===== src/rtl/id_ex_mem_ctrl_pipe_pkg.sv =====
// Shared opcode, ALU-op and control encodings for the decode / ID-EX / EX-MEM slice.
// The optional flush feature is enabled by defining PIPE_FLUSH_EN.
package id_ex_mem_ctrl_pipe_pkg;

    localparam int CTRL_ALU_W = 5;

    localparam logic [5:0] OP_NOP  = 6'h00;
    localparam logic [5:0] OP_ADD  = 6'h01;
    localparam logic [5:0] OP_SUB  = 6'h02;
    localparam logic [5:0] OP_AND  = 6'h03;
    localparam logic [5:0] OP_OR   = 6'h04;
    localparam logic [5:0] OP_XOR  = 6'h05;
    localparam logic [5:0] OP_SLL  = 6'h06;
    localparam logic [5:0] OP_SRL  = 6'h07;
    localparam logic [5:0] OP_MUL  = 6'h08;
    localparam logic [5:0] OP_ADDI = 6'h09;
    localparam logic [5:0] OP_SUBI = 6'h0A;
    localparam logic [5:0] OP_LW   = 6'h0B;
    localparam logic [5:0] OP_SW   = 6'h0C;
    localparam logic [5:0] OP_LI   = 6'h0D;
    localparam logic [5:0] OP_B    = 6'h0E;

    localparam logic [CTRL_ALU_W-1:0] ALU_ADD = 5'd0;
    localparam logic [CTRL_ALU_W-1:0] ALU_SUB = 5'd1;
    localparam logic [CTRL_ALU_W-1:0] ALU_AND = 5'd2;
    localparam logic [CTRL_ALU_W-1:0] ALU_OR  = 5'd3;
    localparam logic [CTRL_ALU_W-1:0] ALU_XOR = 5'd4;
    localparam logic [CTRL_ALU_W-1:0] ALU_SLL = 5'd5;
    localparam logic [CTRL_ALU_W-1:0] ALU_SRL = 5'd6;
    localparam logic [CTRL_ALU_W-1:0] ALU_MUL = 5'd7;

    localparam logic [1:0] M2R_MEM = 2'b00;
    localparam logic [1:0] M2R_ALU = 2'b01;
    localparam logic [1:0] M2R_IMM = 2'b10;

    localparam logic [1:0] IMM_10 = 2'b00;
    localparam logic [1:0] IMM_15 = 2'b01;
    localparam logic [1:0] IMM_20 = 2'b10;

    typedef struct packed {
        logic [CTRL_ALU_W-1:0] alu_control;
        logic                  alu_src;
        logic [1:0]            imm_src;
        logic [1:0]            mem_to_reg;
        logic                  mem_write;
        logic                  reg_write;
        logic                  pc_src;
    } ctrl_t;

endpackage


===== src/rtl/id_ex_mem_ctrl_pipe_ctrl_decode.sv =====
// Combinational opcode decoder; NOP and undefined opcodes yield all-zero controls.
module id_ex_mem_ctrl_pipe_ctrl_decode
    import id_ex_mem_ctrl_pipe_pkg::*;
(
    input  logic [5:0] opcode,
    output ctrl_t      ctrl
);

    always_comb begin
        ctrl = '0;
        case (opcode)
            OP_ADD, OP_SUB, OP_AND, OP_OR, OP_XOR, OP_SLL, OP_SRL, OP_MUL: begin
                // Register-register ops map opcode 1..8 onto ALU op 0..7.
                ctrl.alu_control = CTRL_ALU_W'(opcode - 6'd1);
                ctrl.mem_to_reg  = M2R_ALU;
                ctrl.reg_write   = 1'b1;
            end
            OP_ADDI: begin
                ctrl.alu_control = ALU_ADD;
                ctrl.alu_src     = 1'b1;
                ctrl.imm_src     = IMM_10;
                ctrl.mem_to_reg  = M2R_ALU;
                ctrl.reg_write   = 1'b1;
            end
            OP_SUBI: begin
                ctrl.alu_control = ALU_SUB;
                ctrl.alu_src     = 1'b1;
                ctrl.imm_src     = IMM_10;
                ctrl.mem_to_reg  = M2R_ALU;
                ctrl.reg_write   = 1'b1;
            end
            OP_LW: begin
                ctrl.alu_control = ALU_ADD;
                ctrl.alu_src     = 1'b1;
                ctrl.imm_src     = IMM_10;
                ctrl.mem_to_reg  = M2R_MEM;
                ctrl.reg_write   = 1'b1;
            end
            OP_SW: begin
                ctrl.alu_control = ALU_ADD;
                ctrl.alu_src     = 1'b1;
                ctrl.imm_src     = IMM_10;
                ctrl.mem_write   = 1'b1;
            end
            OP_LI: begin
                ctrl.imm_src    = IMM_20;
                ctrl.mem_to_reg = M2R_IMM;
                ctrl.reg_write  = 1'b1;
            end
            OP_B: begin
                ctrl.pc_src  = 1'b1;
                ctrl.imm_src = IMM_15;
            end
            default: ctrl = '0;
        endcase
    end

endmodule


===== src/rtl/id_ex_mem_ctrl_pipe.sv =====
// Decode control plus ID/EX and EX/MEM pipeline registers; every stage loads every cycle.
// Define PIPE_FLUSH_EN to add a flush input that bubbles the ID/EX controls.
module id_ex_mem_ctrl_pipe
    import id_ex_mem_ctrl_pipe_pkg::*;
#(
    parameter int DATA_W = 32,
    parameter int ALU_W  = 5
) (
    input  logic              clk,
    input  logic              rst,
`ifdef PIPE_FLUSH_EN
    input  logic              flush,
`endif
    input  logic [5:0]        opcode,
    input  logic [DATA_W-1:0] id_pc,
    input  logic [DATA_W-1:0] id_rd1,
    input  logic [DATA_W-1:0] id_rd2,
    input  logic [DATA_W-1:0] id_sign_imm,
    input  logic [4:0]        id_rd,
    input  logic [DATA_W-1:0] ex_alu_result,
    input  logic [DATA_W-1:0] ex_store_data,
    output logic              pc_src,
    output logic [1:0]        imm_src,
    output logic [1:0]        ex_mem_to_reg,
    output logic              ex_mem_write,
    output logic              ex_reg_write,
    output logic              ex_alu_src,
    output logic [ALU_W-1:0]  ex_alu_control,
    output logic [DATA_W-1:0] ex_pc,
    output logic [DATA_W-1:0] ex_rd1,
    output logic [DATA_W-1:0] ex_rd2,
    output logic [DATA_W-1:0] ex_sign_imm,
    output logic [4:0]        ex_rd,
    output logic [1:0]        mem_mem_to_reg,
    output logic              mem_mem_write,
    output logic              mem_reg_write,
    output logic [DATA_W-1:0] mem_alu_result,
    output logic [DATA_W-1:0] mem_store_data,
    output logic [DATA_W-1:0] mem_sign_imm,
    output logic [4:0]        mem_rd
);

    ctrl_t dec;

    id_ex_mem_ctrl_pipe_ctrl_decode u_ctrl_decode (
        .opcode (opcode),
        .ctrl   (dec)
    );

    assign pc_src  = dec.pc_src;
    assign imm_src = dec.imm_src;

    logic [1:0]        ex_mem_to_reg_d,  ex_mem_to_reg_q;
    logic              ex_mem_write_d,   ex_mem_write_q;
    logic              ex_reg_write_d,   ex_reg_write_q;
    logic              ex_alu_src_d,     ex_alu_src_q;
    logic [ALU_W-1:0]  ex_alu_control_d, ex_alu_control_q;
    logic [DATA_W-1:0] ex_pc_d,          ex_pc_q;
    logic [DATA_W-1:0] ex_rd1_d,         ex_rd1_q;
    logic [DATA_W-1:0] ex_rd2_d,         ex_rd2_q;
    logic [DATA_W-1:0] ex_sign_imm_d,    ex_sign_imm_q;
    logic [4:0]        ex_rd_d,          ex_rd_q;

    logic [1:0]        mem_mem_to_reg_d, mem_mem_to_reg_q;
    logic              mem_mem_write_d,  mem_mem_write_q;
    logic              mem_reg_write_d,  mem_reg_write_q;
    logic [DATA_W-1:0] mem_alu_result_d, mem_alu_result_q;
    logic [DATA_W-1:0] mem_store_data_d, mem_store_data_q;
    logic [DATA_W-1:0] mem_sign_imm_d,   mem_sign_imm_q;
    logic [4:0]        mem_rd_d,         mem_rd_q;

    always_comb begin
        ex_mem_to_reg_d  = dec.mem_to_reg;
        ex_mem_write_d   = dec.mem_write;
        ex_reg_write_d   = dec.reg_write;
        ex_alu_src_d     = dec.alu_src;
        ex_alu_control_d = ALU_W'(dec.alu_control);
`ifdef PIPE_FLUSH_EN
        // Flush kills only the controls; operand data still flows so EX stays deterministic.
        if (flush) begin
            ex_mem_to_reg_d  = '0;
            ex_mem_write_d   = 1'b0;
            ex_reg_write_d   = 1'b0;
            ex_alu_src_d     = 1'b0;
            ex_alu_control_d = '0;
        end
`endif
        ex_pc_d       = id_pc;
        ex_rd1_d      = id_rd1;
        ex_rd2_d      = id_rd2;
        ex_sign_imm_d = id_sign_imm;
        ex_rd_d       = id_rd;

        mem_mem_to_reg_d = ex_mem_to_reg_q;
        mem_mem_write_d  = ex_mem_write_q;
        mem_reg_write_d  = ex_reg_write_q;
        mem_alu_result_d = ex_alu_result;
        mem_store_data_d = ex_store_data;
        mem_sign_imm_d   = ex_sign_imm_q;
        mem_rd_d         = ex_rd_q;
    end

    always_ff @(posedge clk or posedge rst) begin
        if (rst) begin
            ex_mem_to_reg_q  <= '0;
            ex_mem_write_q   <= 1'b0;
            ex_reg_write_q   <= 1'b0;
            ex_alu_src_q     <= 1'b0;
            ex_alu_control_q <= '0;
            ex_pc_q          <= '0;
            ex_rd1_q         <= '0;
            ex_rd2_q         <= '0;
            ex_sign_imm_q    <= '0;
            ex_rd_q          <= '0;
        end else begin
            ex_mem_to_reg_q  <= ex_mem_to_reg_d;
            ex_mem_write_q   <= ex_mem_write_d;
            ex_reg_write_q   <= ex_reg_write_d;
            ex_alu_src_q     <= ex_alu_src_d;
            ex_alu_control_q <= ex_alu_control_d;
            ex_pc_q          <= ex_pc_d;
            ex_rd1_q         <= ex_rd1_d;
            ex_rd2_q         <= ex_rd2_d;
            ex_sign_imm_q    <= ex_sign_imm_d;
            ex_rd_q          <= ex_rd_d;
        end
    end

    always_ff @(posedge clk or posedge rst) begin
        if (rst) begin
            mem_mem_to_reg_q <= '0;
            mem_mem_write_q  <= 1'b0;
            mem_reg_write_q  <= 1'b0;
            mem_alu_result_q <= '0;
            mem_store_data_q <= '0;
            mem_sign_imm_q   <= '0;
            mem_rd_q         <= '0;
        end else begin
            mem_mem_to_reg_q <= mem_mem_to_reg_d;
            mem_mem_write_q  <= mem_mem_write_d;
            mem_reg_write_q  <= mem_reg_write_d;
            mem_alu_result_q <= mem_alu_result_d;
            mem_store_data_q <= mem_store_data_d;
            mem_sign_imm_q   <= mem_sign_imm_d;
            mem_rd_q         <= mem_rd_d;
        end
    end

    assign ex_mem_to_reg  = ex_mem_to_reg_q;
    assign ex_mem_write   = ex_mem_write_q;
    assign ex_reg_write   = ex_reg_write_q;
    assign ex_alu_src     = ex_alu_src_q;
    assign ex_alu_control = ex_alu_control_q;
    assign ex_pc          = ex_pc_q;
    assign ex_rd1         = ex_rd1_q;
    assign ex_rd2         = ex_rd2_q;
    assign ex_sign_imm    = ex_sign_imm_q;
    assign ex_rd          = ex_rd_q;

    assign mem_mem_to_reg = mem_mem_to_reg_q;
    assign mem_mem_write  = mem_mem_write_q;
    assign mem_reg_write  = mem_reg_write_q;
    assign mem_alu_result = mem_alu_result_q;
    assign mem_store_data = mem_store_data_q;
    assign mem_sign_imm   = mem_sign_imm_q;
    assign mem_rd         = mem_rd_q;

endmodule


===== config.mk =====
export PLATFORM = sky130hd
export DESIGN_NAME = id_ex_mem_ctrl_pipe
export DESIGN_NICKNAME = d
export VERILOG_FILES = /design/src/rtl/id_ex_mem_ctrl_pipe_pkg.sv /design/src/rtl/id_ex_mem_ctrl_pipe_ctrl_decode.sv /design/src/rtl/id_ex_mem_ctrl_pipe.sv
export SDC_FILE = /design/constraint.sdc
export NUM_CORES = 1
export LEC_CHECK = 0
export ABC_AREA = 1
export BUFFER_PORTS_ARGS = -buffer_cell sky130_fd_sc_hd__buf_2
export CORE_AREA = 10 10 167 169
export DETAILED_ROUTE_END_ITERATION = 12
export DIE_AREA = 0 0 177 179
export HOLD_SLACK_MARGIN = 0.06
export PLACE_DENSITY = 0.61
export SYNTH_ARGS = -nofsm -noshare
export SYNTH_HDL_FRONTEND = slang
export SYNTH_SLANG_ARGS = --single-unit

===== constraint.sdc =====
create_clock -name clk -period 15.15 [get_ports clk]
set_input_delay 0.7575 -clock clk [delete_from_list [all_inputs] [get_ports clk]]
set_output_delay 0.7575 -clock clk [all_outputs]
set_load 0.02 [all_outputs]

==> results.sh, run 1 <==
export IMPL_postCtsHoldBufs=0
export IMPL_crit_cells=6
export IMPL_synth_mux_area_share_pct=0
export IMPL_synth_area_per_cell_um2=20.67
export IMPL_clockRootBuffer="clkbuf_16"
export IMPL_final_common_cell="buf_2"
export IMPL_cap_violations=0
export IMPL_ir_drop_mv=0.08163
export IMPL_dp_hpwl_um=18760
export IMPL_grt_use_total_pct=13.54
export IMPL_syn_inst=321
export IMPL_status="finished clean"
export IMPL_synthXorXnorAreaFrac_pct=0.3960
export IMPL_cts_repair_resized=0
export IMPL_grt_pass1_wl_um=32250
export IMPL_die_area_um2=31680
export IMPL_post_cts_buffers=0
export IMPL_cts_tree="done"
export IMPL_clk_latency_ns=0.52
export IMPL_synth_simple_area_share_pct=3.564
export IMPL_fin_nets=1014
export IMPL_seq_area_frac_synth_pct=93.53
export IMPL_finalClockSkew_ns=0.004457
export IMPL_crit_path_end_kind="output port"
export IMPL_p_total_mw=1.583
export IMPL_r2r_end="mem_mem_to_reg[0]"
export IMPL_grt_antenna_before_repair=5
export IMPL_crit_path_top_delay_cell="ha_1"
export IMPL_crit_buf_inv=4
export IMPL_dr_first_iter_drc_count=235
export IMPL_powerDensity_nw_per_um2=152.6
export IMPL_postRouteAntennaNets=0
export IMPL_worst_ep_arrival_time_ns=1.59
export IMPL_start_util_pct=26.81
export IMPL_yosysWarnings=0
export IMPL_wl_per_cell_um=20.04
export IMPL_min_period_over_period_pct=15.50
export IMPL_wl_um=23150
export IMPL_yosysTopAreaCell="dfrtp_1"
export IMPL_crit_family="buffers and inverters"
export IMPL_slew_violations=0
export IMPL_die_y_um=179
export IMPL_drive_gt1_share_pct=63.55
export IMPL_cts_buffer_depth=3
export IMPL_cts_htree_levels=1
export IMPL_cts_sinks=248
export IMPL_grt_max_degree=97
export IMPL_critical_path_max_stage_delay_ns=0.28
export IMPL_gp_congestion=0.8445
export IMPL_synthesis_area_um2=6635
export IMPL_grt_overflow=0
export IMPL_drc=0
export IMPL_ys_ff_latch=248
export IMPL_path_class="input port to output port"
export IMPL_clkTransAtPathRegs_ns=0.06
export IMPL_syn_nets=531
export IMPL_rsz0062_at_grt="false"
export IMPL_max_freq_ghz=0.4259
export IMPL_finalSetupViolCount=0
export IMPL_fp_row_count=58
export IMPL_reg2regPathDepth=0
export IMPL_coreArea_um2=24750
export IMPL_setup_worst_path_start="opcode[1]"
export IMPL_leakagePower_nw=5.525
export IMPL_tightestPinTransition_ns=0.9825
export IMPL_port_buffers=455
export IMPL_min_period_ns=2.348
export IMPL_yosys_area_top_type_share_pct=93.53
export IMPL_final_cell_mix="455 x buf_2, 248 x dfrtp_1, 27 x clkbuf_16, 14 x inv_1, 14 x nand2_1"
export IMPL_grt_pass1_vias=4948
export IMPL_finalHoldViolCount=0
export IMPL_hold_path_class="input port to asynchronous set/reset pin"
export IMPL_endpoint="imm_src[1]"
export IMPL_critPathMaxFanout=5
export IMPL_routed_via_density=3.794
export IMPL_ys_types=20
export IMPL_reg2reg_slack_ns=14.59
export IMPL_synthToLayoutAreaGrowth_pct=56.35
export IMPL_fp_dieW_um=177
export IMPL_max_slew_margin_rel_pct=34.50
export IMPL_synth_area_leaders="dfrtp_1 94%, ha_1 0.94%, inv_1 0.85%, nand2_1 0.79%, nor2_4 0.51%"
export IMPL_synthAdderAreaFrac_pct=0.9429
export IMPL_synth_top_family_by_area="simple AND/OR/NAND/NOR gates"
export IMPL_drtPass1Iterations=4
export IMPL_worstPathCellList="buf_2 -> inv_1 -> ha_1 -> nand3_2 -> inv_1 -> buf_2"
export IMPL_num_io_pins=456
export IMPL_start_kind="input port"
export IMPL_required_ns=14.39
export IMPL_r2r_start="ex_mem_to_reg[0]"
export IMPL_synth_compound_area_share_pct=0.3206
export IMPL_setup_tns_ns=0
export IMPL_num_vias=4382
export IMPL_cts_buffers=26
## area by class of cell
type                       instances  area, um2
multi-input combinational         53      346.6
sequential                       248       6206
clock inverter                    17      319.1
tap                              330      412.9
timing repair buffer             457       2292
clock buffer                      30      716.9
fill                            2342      14370
antenna                            2      5.005
inverter                          18      75.07
## synthesized netlist by cell type
library cell	instances
nor2_4	3
nand3_2	3
nand2_2	2
o21ai_2	1
nand4_1	1
inv_1	15
o211ai_1	1
inv_2	3
o21ai_0	1
nand3_1	4
nor2_2	5
nor2_1	6
nand2_1	14
xor2_1	3
or2_1	1
buf_4	2
nand2_4	1
nor3_1	2
dfrtp_1	248
ha_1	5
## worst min path at each step
| stage | startpoint | endpoint | slack [ns] | depth (start not counted) |
|---|---|---|---|---|
| global placement | ex_sign_imm[2] | mem_sign_imm[2] | 0.35 | 0 |
| floorplan | ex_mem_to_reg[0] | mem_mem_to_reg[0] | 0.49 | 0 |
| detailed placement | ex_sign_imm[2] | mem_sign_imm[2] | 0.35 | 0 |
| CTS | id_rd1[22] | ex_rd1[22] | 0.31 | 1 |
| global route | ex_store_data[4] | mem_store_data[4] | 0.31 | 1 |
| finish | rst | ex_rd1[28] | 0.34 | 2 |
## metal layers
metal	vias up	track usage, %	wire [um]	part of all wire (%)
li1	1960	-	-	-
met1	2149	14.21	7808	34
met4	2	3.222	315	1.4
met5	-	0	7	0.030
met2	244	24.60	12480	54
met3	27	5.644	2534	11
## where the power goes
part	internal [mW]	switching (mW)	total, mW
registers	0.695	0.0103	0.706
logic	0.0438	0.0882	0.132
clock network	0.492	0.253	0.745
## through the flow
step           hold WS, ns  area (um2)  utilization (%)  std cells  setup slack, ns
2_1_floorplan       0.4936        6635                -        321            7.578
3_3_place_gp        0.3520        9333            37.71       1106            12.72
3_5_place_dp        0.3549        9333            37.71       1106            12.70
4_1_cts             0.3101       10370            41.90       1153            12.80
5_1_grt             0.3117       10370            41.91       1154            12.72
6_report            0.3380       10370            41.92       1155            12.80
## cell families after synthesis
family | Yosys count
DFF | 248
adders and majority gates | 5
xor gates and xnor gates | 3
and+or+nand+nor | 42
buffers and inverters | 20
AOI/OAI and AO/OA | 3
Power figures use the tool's default switching activity.
==> run 2, diff against run 1 <==
Settings changed: ABC_AREA 1 to 0, CORE_AREA 10 10 167 169 to 10 10 168 170, DIE_AREA 0 0 177 179 to 0 0 178 180, PLACE_DENSITY 0.61 to 0.62.
Clock period 15.15 ns to 2 ns, I/O delays scaled along.
==> run 2 against run 1 <==
Effect of this change:
- the flow now finishes with violations (setup timing)
- power increased to 7.3 times the previous value
- via count is 19% higher
- critical path type is now input port to flip-flop
- sequential power grew to 7.6 times the previous value
- global-route usage rose by 2.8 points
==> results.sh, run 2 <==
export IMPL_gp_congestion=0.8495
export IMPL_ys_async_sr_fraction_pct=100.0
export IMPL_num_io_pins=456
export IMPL_finalSetupViolCount=2
export IMPL_syn_inst=294
export IMPL_yosys_area_top_type_share_pct=95.02
export IMPL_synth_edf_count=0
export IMPL_grt_max_degree=81
export IMPL_power_internal_mw=8.868
export IMPL_worst_ep_arrival_time_ns=2.42
export IMPL_regArea_um2=6206
export IMPL_grt_antenna_before_repair=7
export IMPL_seq_area_frac_synth_pct=95.02
export IMPL_fin_nets=1204
export IMPL_grt_use_total_pct=16.38
export IMPL_cts_sinks=248
export IMPL_grt_pass1_wl_um=40020
export IMPL_max_freq_ghz=0.4945
export IMPL_fillers=2071
export IMPL_required_ns=2.39
export IMPL_clockRootBuffer="clkbuf_16"
export IMPL_slew_violations=0
export IMPL_yosys_cell_count_top_type="dfrtp_1"
export IMPL_final_common_cell="buf_2"
export IMPL_path_class="input port to flip-flop"
export IMPL_fin_cells=1350
export IMPL_grt_overflow=0
export IMPL_max_slew_margin_rel_pct=57.51
export IMPL_yosysWarnings=0
export IMPL_leakagePower_nw=6.273
export IMPL_fp_row_count=58
export IMPL_cap_violations=0
export IMPL_power_frac_seq_pct=46.0
export IMPL_cts_htree_levels=1
export IMPL_powerDensity_nw_per_um2=940.1
export IMPL_port_buffers=455
export IMPL_grt_pass1_vias=6104
export IMPL_multi_input_area_um2=312.8
export IMPL_wl_um=27340
export IMPL_num_vias=5209
export IMPL_postRouteAntennaNets=0
export IMPL_drtPass1Iterations=4
export IMPL_cts_buffer_depth=3
export IMPL_synth_flop_cell="dfrtp_1"
export IMPL_synthToLayoutAreaGrowth_pct=89.21
export IMPL_routed_via_density=3.859
export IMPL_violations="setup timing"
export IMPL_fp_dieW_um=178
export IMPL_drive_gt1_share_pct=50.74
export IMPL_tightestPinTransition_ns=0.6360
export IMPL_coreArea_um2=24890
export IMPL_clock_power_share_pct=42.1
export IMPL_dpl_cell_count=1083
export IMPL_critPathMaxFanout=11
export IMPL_finalClockSkew_ns=0.005301
export IMPL_drc=0
export IMPL_start_util_pct=26.24
export IMPL_ir_drop_mv=0.6277
export IMPL_p_comb_share_pct=11.8
export IMPL_dp_hpwl_um=18850
export IMPL_final_util_pct=49.65
export IMPL_cts_buffers=26
export IMPL_start_kind="input port"
export IMPL_ys_types=23
export IMPL_min_period_over_period_pct=101.1
export IMPL_wl_per_cell_um=20.25
export IMPL_crit_path_end_kind="flip-flop"
export IMPL_synth_area_per_cell_um2=22.22
export IMPL_clkTransAtPathRegs_ns=0.06
export IMPL_synthTopCellsByCount="248 x dfrtp_1, 5 x ha_1, 5 x nor2_1, 4 x and3_1, 4 x o21ai_0"
export IMPL_final_cell_mix="454 x buf_2, 248 x dfrtp_1, 212 x dlygate4sd3_1, 27 x clkbuf_16"
export IMPL_ys_ff_latch=248
export IMPL_finalHoldViolCount=0
export IMPL_hold_path_class="input port to flip-flop"
export IMPL_p_sw_mw=2.749
export IMPL_synth_area_leaders="dfrtp_1 95%, ha_1 0.96%, and3_1 0.38%, o21ai_0 0.31%, nor2_1 0.29%"
export IMPL_fin_ws_ns=-0.02230
export IMPL_p_sw_share_pct=23.67
export IMPL_min_period_ns=2.022
export IMPL_yosysTopAreaCell="dfrtp_1"
export IMPL_syn_nets=504
export IMPL_die_y_um=180
export IMPL_die_area_um2=32040
export IMPL_dr_first_iter_drc_count=220
export IMPL_clk_latency_ns=0.52
export IMPL_status="finished, violations left"
export IMPL_synthesis_area_um2=6531
export IMPL_cts_tree="done"
run 2: cell types whose count changed after synthesis, sizes merged, moves of 2 or more:
cell,change
o21ai,+3
a21oi,+2
or3,+2
xnor2,+2
nand2,-14
and3,+6
nand3,-7
nor2,-9
inv,-15
xor2,-2
run 2: final timing paths:
| path | startpoint | end | slack [ns] | cells past startpoint |
|---|---|---|---|---|
| setup / recovery | opcode[2] | ex_alu_control[3] | -0.02 | 7 |
| hold / removal | opcode[5] | ex_alu_control[1] | 0.14 | 4 |
| setup reg to reg | ex_mem_to_reg[1] | mem_mem_to_reg[1] | 1.45 | 0 |
| hold reg to reg | ex_sign_imm[19] | mem_sign_imm[19] | 0.37 | 0 |
| max in group asynchronous | rst | ex_rd2[7] | 0.99 | 4 |
| min in group asynchronous | rst | mem_alu_result[0] | 0.21 | 3 |
run 2: layer usage:
layer	part of all wire (%)	vias up	GRT usage, %
met5	0	-	0
met4	1.5	0	4.169
met3	9.8	32	5.763
met2	54	254	30.13
met1	35	2581	17.20
li1	-	2342	-
run 2: timing repair:
action	in CTS	in global routing
resized for setup	0	8
hold buffers	212	0
hold endpoints to repair	235	0
endpoints found under the setup margin	0	3
setup buffers	0	1
run 2: layout make-up:
| type | count | area share [%] |
|---|---|---|
| antenna | 7 | 0.1417 |
| sequential | 248 | 50.22 |
| inverter | 3 | 0.1215 |
| timing repair buffer | 676 | 36.47 |
| tap | 330 | 3.341 |
| clock inverter | 7 | 0.7492 |
| multi-input combinational | 39 | 2.531 |
| clock buffer | 40 | 6.429 |
run 2: power groups by stage:
| stage | Sequential (mW) | Combinational (mW) | Clock (mW) |
|---|---|---|---|
| 2_1_floorplan | 5.76 | 0.116 | 0 |
| 6_report | 5.35 | 1.37 | 4.90 |
| 3_3_place_gp | 5.42 | 1.02 | 0 |
| 5_1_grt | 5.37 | 1.47 | 5.28 |
| 3_5_place_dp | 5.43 | 1.03 | 0 |
| 4_1_cts | 5.34 | 1.37 | 5.01 |
run 2: kinds of logic after synthesis:
group / after synthesis / share of synthesized area, %
flops: 248 / 95.02
simple gates: 23 / 2.050
compound gates: 8 / 0.7855
buf+inv: 7 / 0.7853
fa+ha+maj: 5 / 0.9579
xor+xnor: 3 / 0.4024
run 2: critical path: stages:
cell and delay [ns]:
dlygate4sd3_1 0.54, buf_2 0.19, nor3_1 0.18, dlygate4sd3_1 0.61, xnor2_1 0.15, nor2_1 0.07, dlygate4sd3_1 0.58
run 2: metrics by stage:
stage	setup WS, ns	TNS (ns)	area, um2	hold slack, ns	power [mW]
4_1_cts	0.02125	0	12290	0.08554	11.73
6_report	-0.02230	-0.02239	12360	0.1396	11.62
3_5_place_dp	0.5650	0	9283	0.2093	6.461
3_3_place_gp	0.6074	0	9283	0.2072	6.445
2_1_floorplan	-1.360	-337.21	6535	0.1314	5.880
5_1_grt	-0.04954	-0.05237	12360	0.1503	12.12
==> run 3, diff against run 2 <==
Settings changed: CORE_AREA 10 10 168 170 to 10 10 169 171, DIE_AREA 0 0 178 180 to 0 0 179 181, PLACE_DENSITY 0.62 to 0.6.
Clock period 2 ns to 2.3 ns, I/O delays scaled along.
==> run 3 against run 2 <==
Effect of this change:
- clock-buffer cell count shrank 7
- via count grew 0.33%
- highest routed layer is now met5
- the flow now finishes without violations
- critical endpoint is now ex_mem_to_reg[0]
- routed wire length shrank 1.4%
==> results.sh, run 3 (synthesis gave the netlist of run 2 again) <==
export IMPL_synthToLayoutAreaGrowth_pct=89.69
export IMPL_start_util_pct=26.09
export IMPL_reg2regPathDepth=0
export IMPL_crit_path_top_delay_cell="dlygate4sd3_1"
export IMPL_routed_via_density=3.883
export IMPL_finalSetupViolCount=0
export IMPL_path_class="input port to flip-flop"
export IMPL_r2r_end="mem_sign_imm[17]"
export IMPL_grt_use_total_pct=16.02
export IMPL_die_area_um2=32400
export IMPL_final_common_cell="buf_2"
export IMPL_regArea_um2=6206
export IMPL_post_place_ws_ns=0.8510
export IMPL_cts_buffers=26
export IMPL_fillers=2116
export IMPL_drc=0
export IMPL_cts_repair_resized=0
export IMPL_wl_met1_um=8982
export IMPL_gp_congestion=0.8379
export IMPL_wl_per_cell_um=20.02
export IMPL_cts_tree="done"
export IMPL_clkTransAtPathRegs_ns=0.06
export IMPL_dp_hpwl_um=19110
export IMPL_grt_pass1_wl_um=39470
export IMPL_cpMostUsedCell="dlygate4sd3_1"
export IMPL_fin_ws_ns=0.1624
export IMPL_wl_um=26950
export IMPL_drive_gt1_share_pct=50.69
export IMPL_cap_violations=0
export IMPL_cts_buffer_depth=3
export IMPL_multi_input_area_um2=274.0
export IMPL_num_vias=5226
export IMPL_highest_layer="met5"
export IMPL_critPathMaxFanout=8
export IMPL_final_util_pct=49.49
export IMPL_cts_sinks=248
export IMPL_tightestPinTransition_ns=0.5510
export IMPL_max_slew_margin_rel_pct=63.27
export IMPL_cts_htree_levels=1
export IMPL_dr_first_iter_drc_count=185
export IMPL_status="finished clean"
export IMPL_coreArea_um2=25040
export IMPL_min_period_over_period_pct=92.94
export IMPL_num_io_pins=456
export IMPL_finalClockSkew_ns=0.006747
export IMPL_min_period_ns=2.138
export IMPL_dr_wl_met2_um=14310
export IMPL_required_ns=2.73
export IMPL_critical_path_max_stage_delay_ns=0.67
export IMPL_grt_max_degree=106
export IMPL_finalHoldViolCount=0
export IMPL_worst_ep_arrival_time_ns=2.57
export IMPL_grt_pass1_vias=6117
export IMPL_port_buffers=455
export IMPL_clk_latency_ns=0.51
export IMPL_r2r_start="ex_sign_imm[17]"
export IMPL_grt_overflow=0
export IMPL_crit_path_end_kind="flip-flop"
export IMPL_ir_drop_mv=0.5373
export IMPL_hold_path_class="input port to asynchronous set/reset pin"
export IMPL_fp_dieW_um=179
export IMPL_dr_wl_met3_um=2864
export IMPL_powerDensity_nw_per_um2=843.6
export IMPL_final_cell_mix="455 x buf_2, 248 x dfrtp_1, 211 x dlygate4sd3_1, 27 x clkbuf_16, 6 x bufinv_16"
export IMPL_worstPathCellList="dlygate4sd3_1 -> buf_2 -> nor2_1 -> dlygate4sd3_1 -> nand2_1 -> dlygate4sd3_1 -> a21oi_1"
export IMPL_drtPass1Iterations=4
export IMPL_setup_tns_ns=0
export IMPL_rsz0062_at_grt="false"
export IMPL_reg2reg_slack_ns=1.75
export IMPL_p_total_mw=10.45
export IMPL_grt_antenna_before_repair=6
export IMPL_fin_nets=1202
export IMPL_postRouteAntennaNets=0
export IMPL_fp_row_count=58
export IMPL_max_freq_ghz=0.4678
export IMPL_slew_violations=0
export IMPL_die_y_um=181
export IMPL_start_kind="input port"
export IMPL_leakagePower_nw=6.293
export IMPL_clockRootBuffer="clkbuf_16"
run 3: worst max-delay path by stage:
stage,cells after the start,end,from,slack (ns)
2_1_floorplan,1,ex_alu_control[0],rst,-1.07
3_3_place_gp,6,ex_alu_control[0],opcode[1],0.89
3_5_place_dp,6,ex_alu_control[0],opcode[1],0.85
4_1_cts,7,ex_mem_to_reg[0],opcode[5],0.27
5_1_grt,8,ex_alu_control[0],opcode[0],0.12
6_report,7,ex_mem_to_reg[0],opcode[4],0.16
run 3: metrics by stage:
step | hold slack [ns] | area, um2 | cells
after floorplan | 0.1464 | 6535 | 294
after global placement | 0.08406 | 9295 | 1083
after detailed placement | 0.08771 | 9295 | 1083
after CTS | 0.08159 | 12380 | 1342
after global routing | 0.1108 | 12390 | 1346
final | 0.1092 | 12390 | 1346
run 3: per-layer routing:
metal / up-vias / GRT usage (%)
met5: - / 0
met4: 4 / 5.326
met3: 48 / 6.068
met2: 286 / 29.31
met1: 2545 / 16.17
li1: 2343 / -
run 3: layout make-up:
class | instances | share of cell area, %
Timing Repair Buffer | 674 | 36.32
Multi-Input combinational cell | 39 | 2.212
Clock buffer | 33 | 5.878
Tap cell | 330 | 3.333
Clock inverter | 15 | 1.969
Inverter | 3 | 0.1212
Sequential cell | 248 | 50.09
Antenna cell | 4 | 0.08079
run 3: power breakdown:
part           switching, mW  internal (mW)  leakage (nW)
registers             0.0729           4.58          2.92
clock network           1.69           2.92         0.470
logic                  0.650          0.534          2.90
run 3: critical path, delay by kind of cell:
family | cells | cell delay (ns)
AOI/OAI and AO/OA | 1 | 0.12
buffers and inverters | 4 | 1.91
and+or+nand+nor | 2 | 0.42
run 3: timing repair:
action,CTS,global route
hold endpoints to repair,367,0
buffers inserted,0,0
hold buffers,211,0
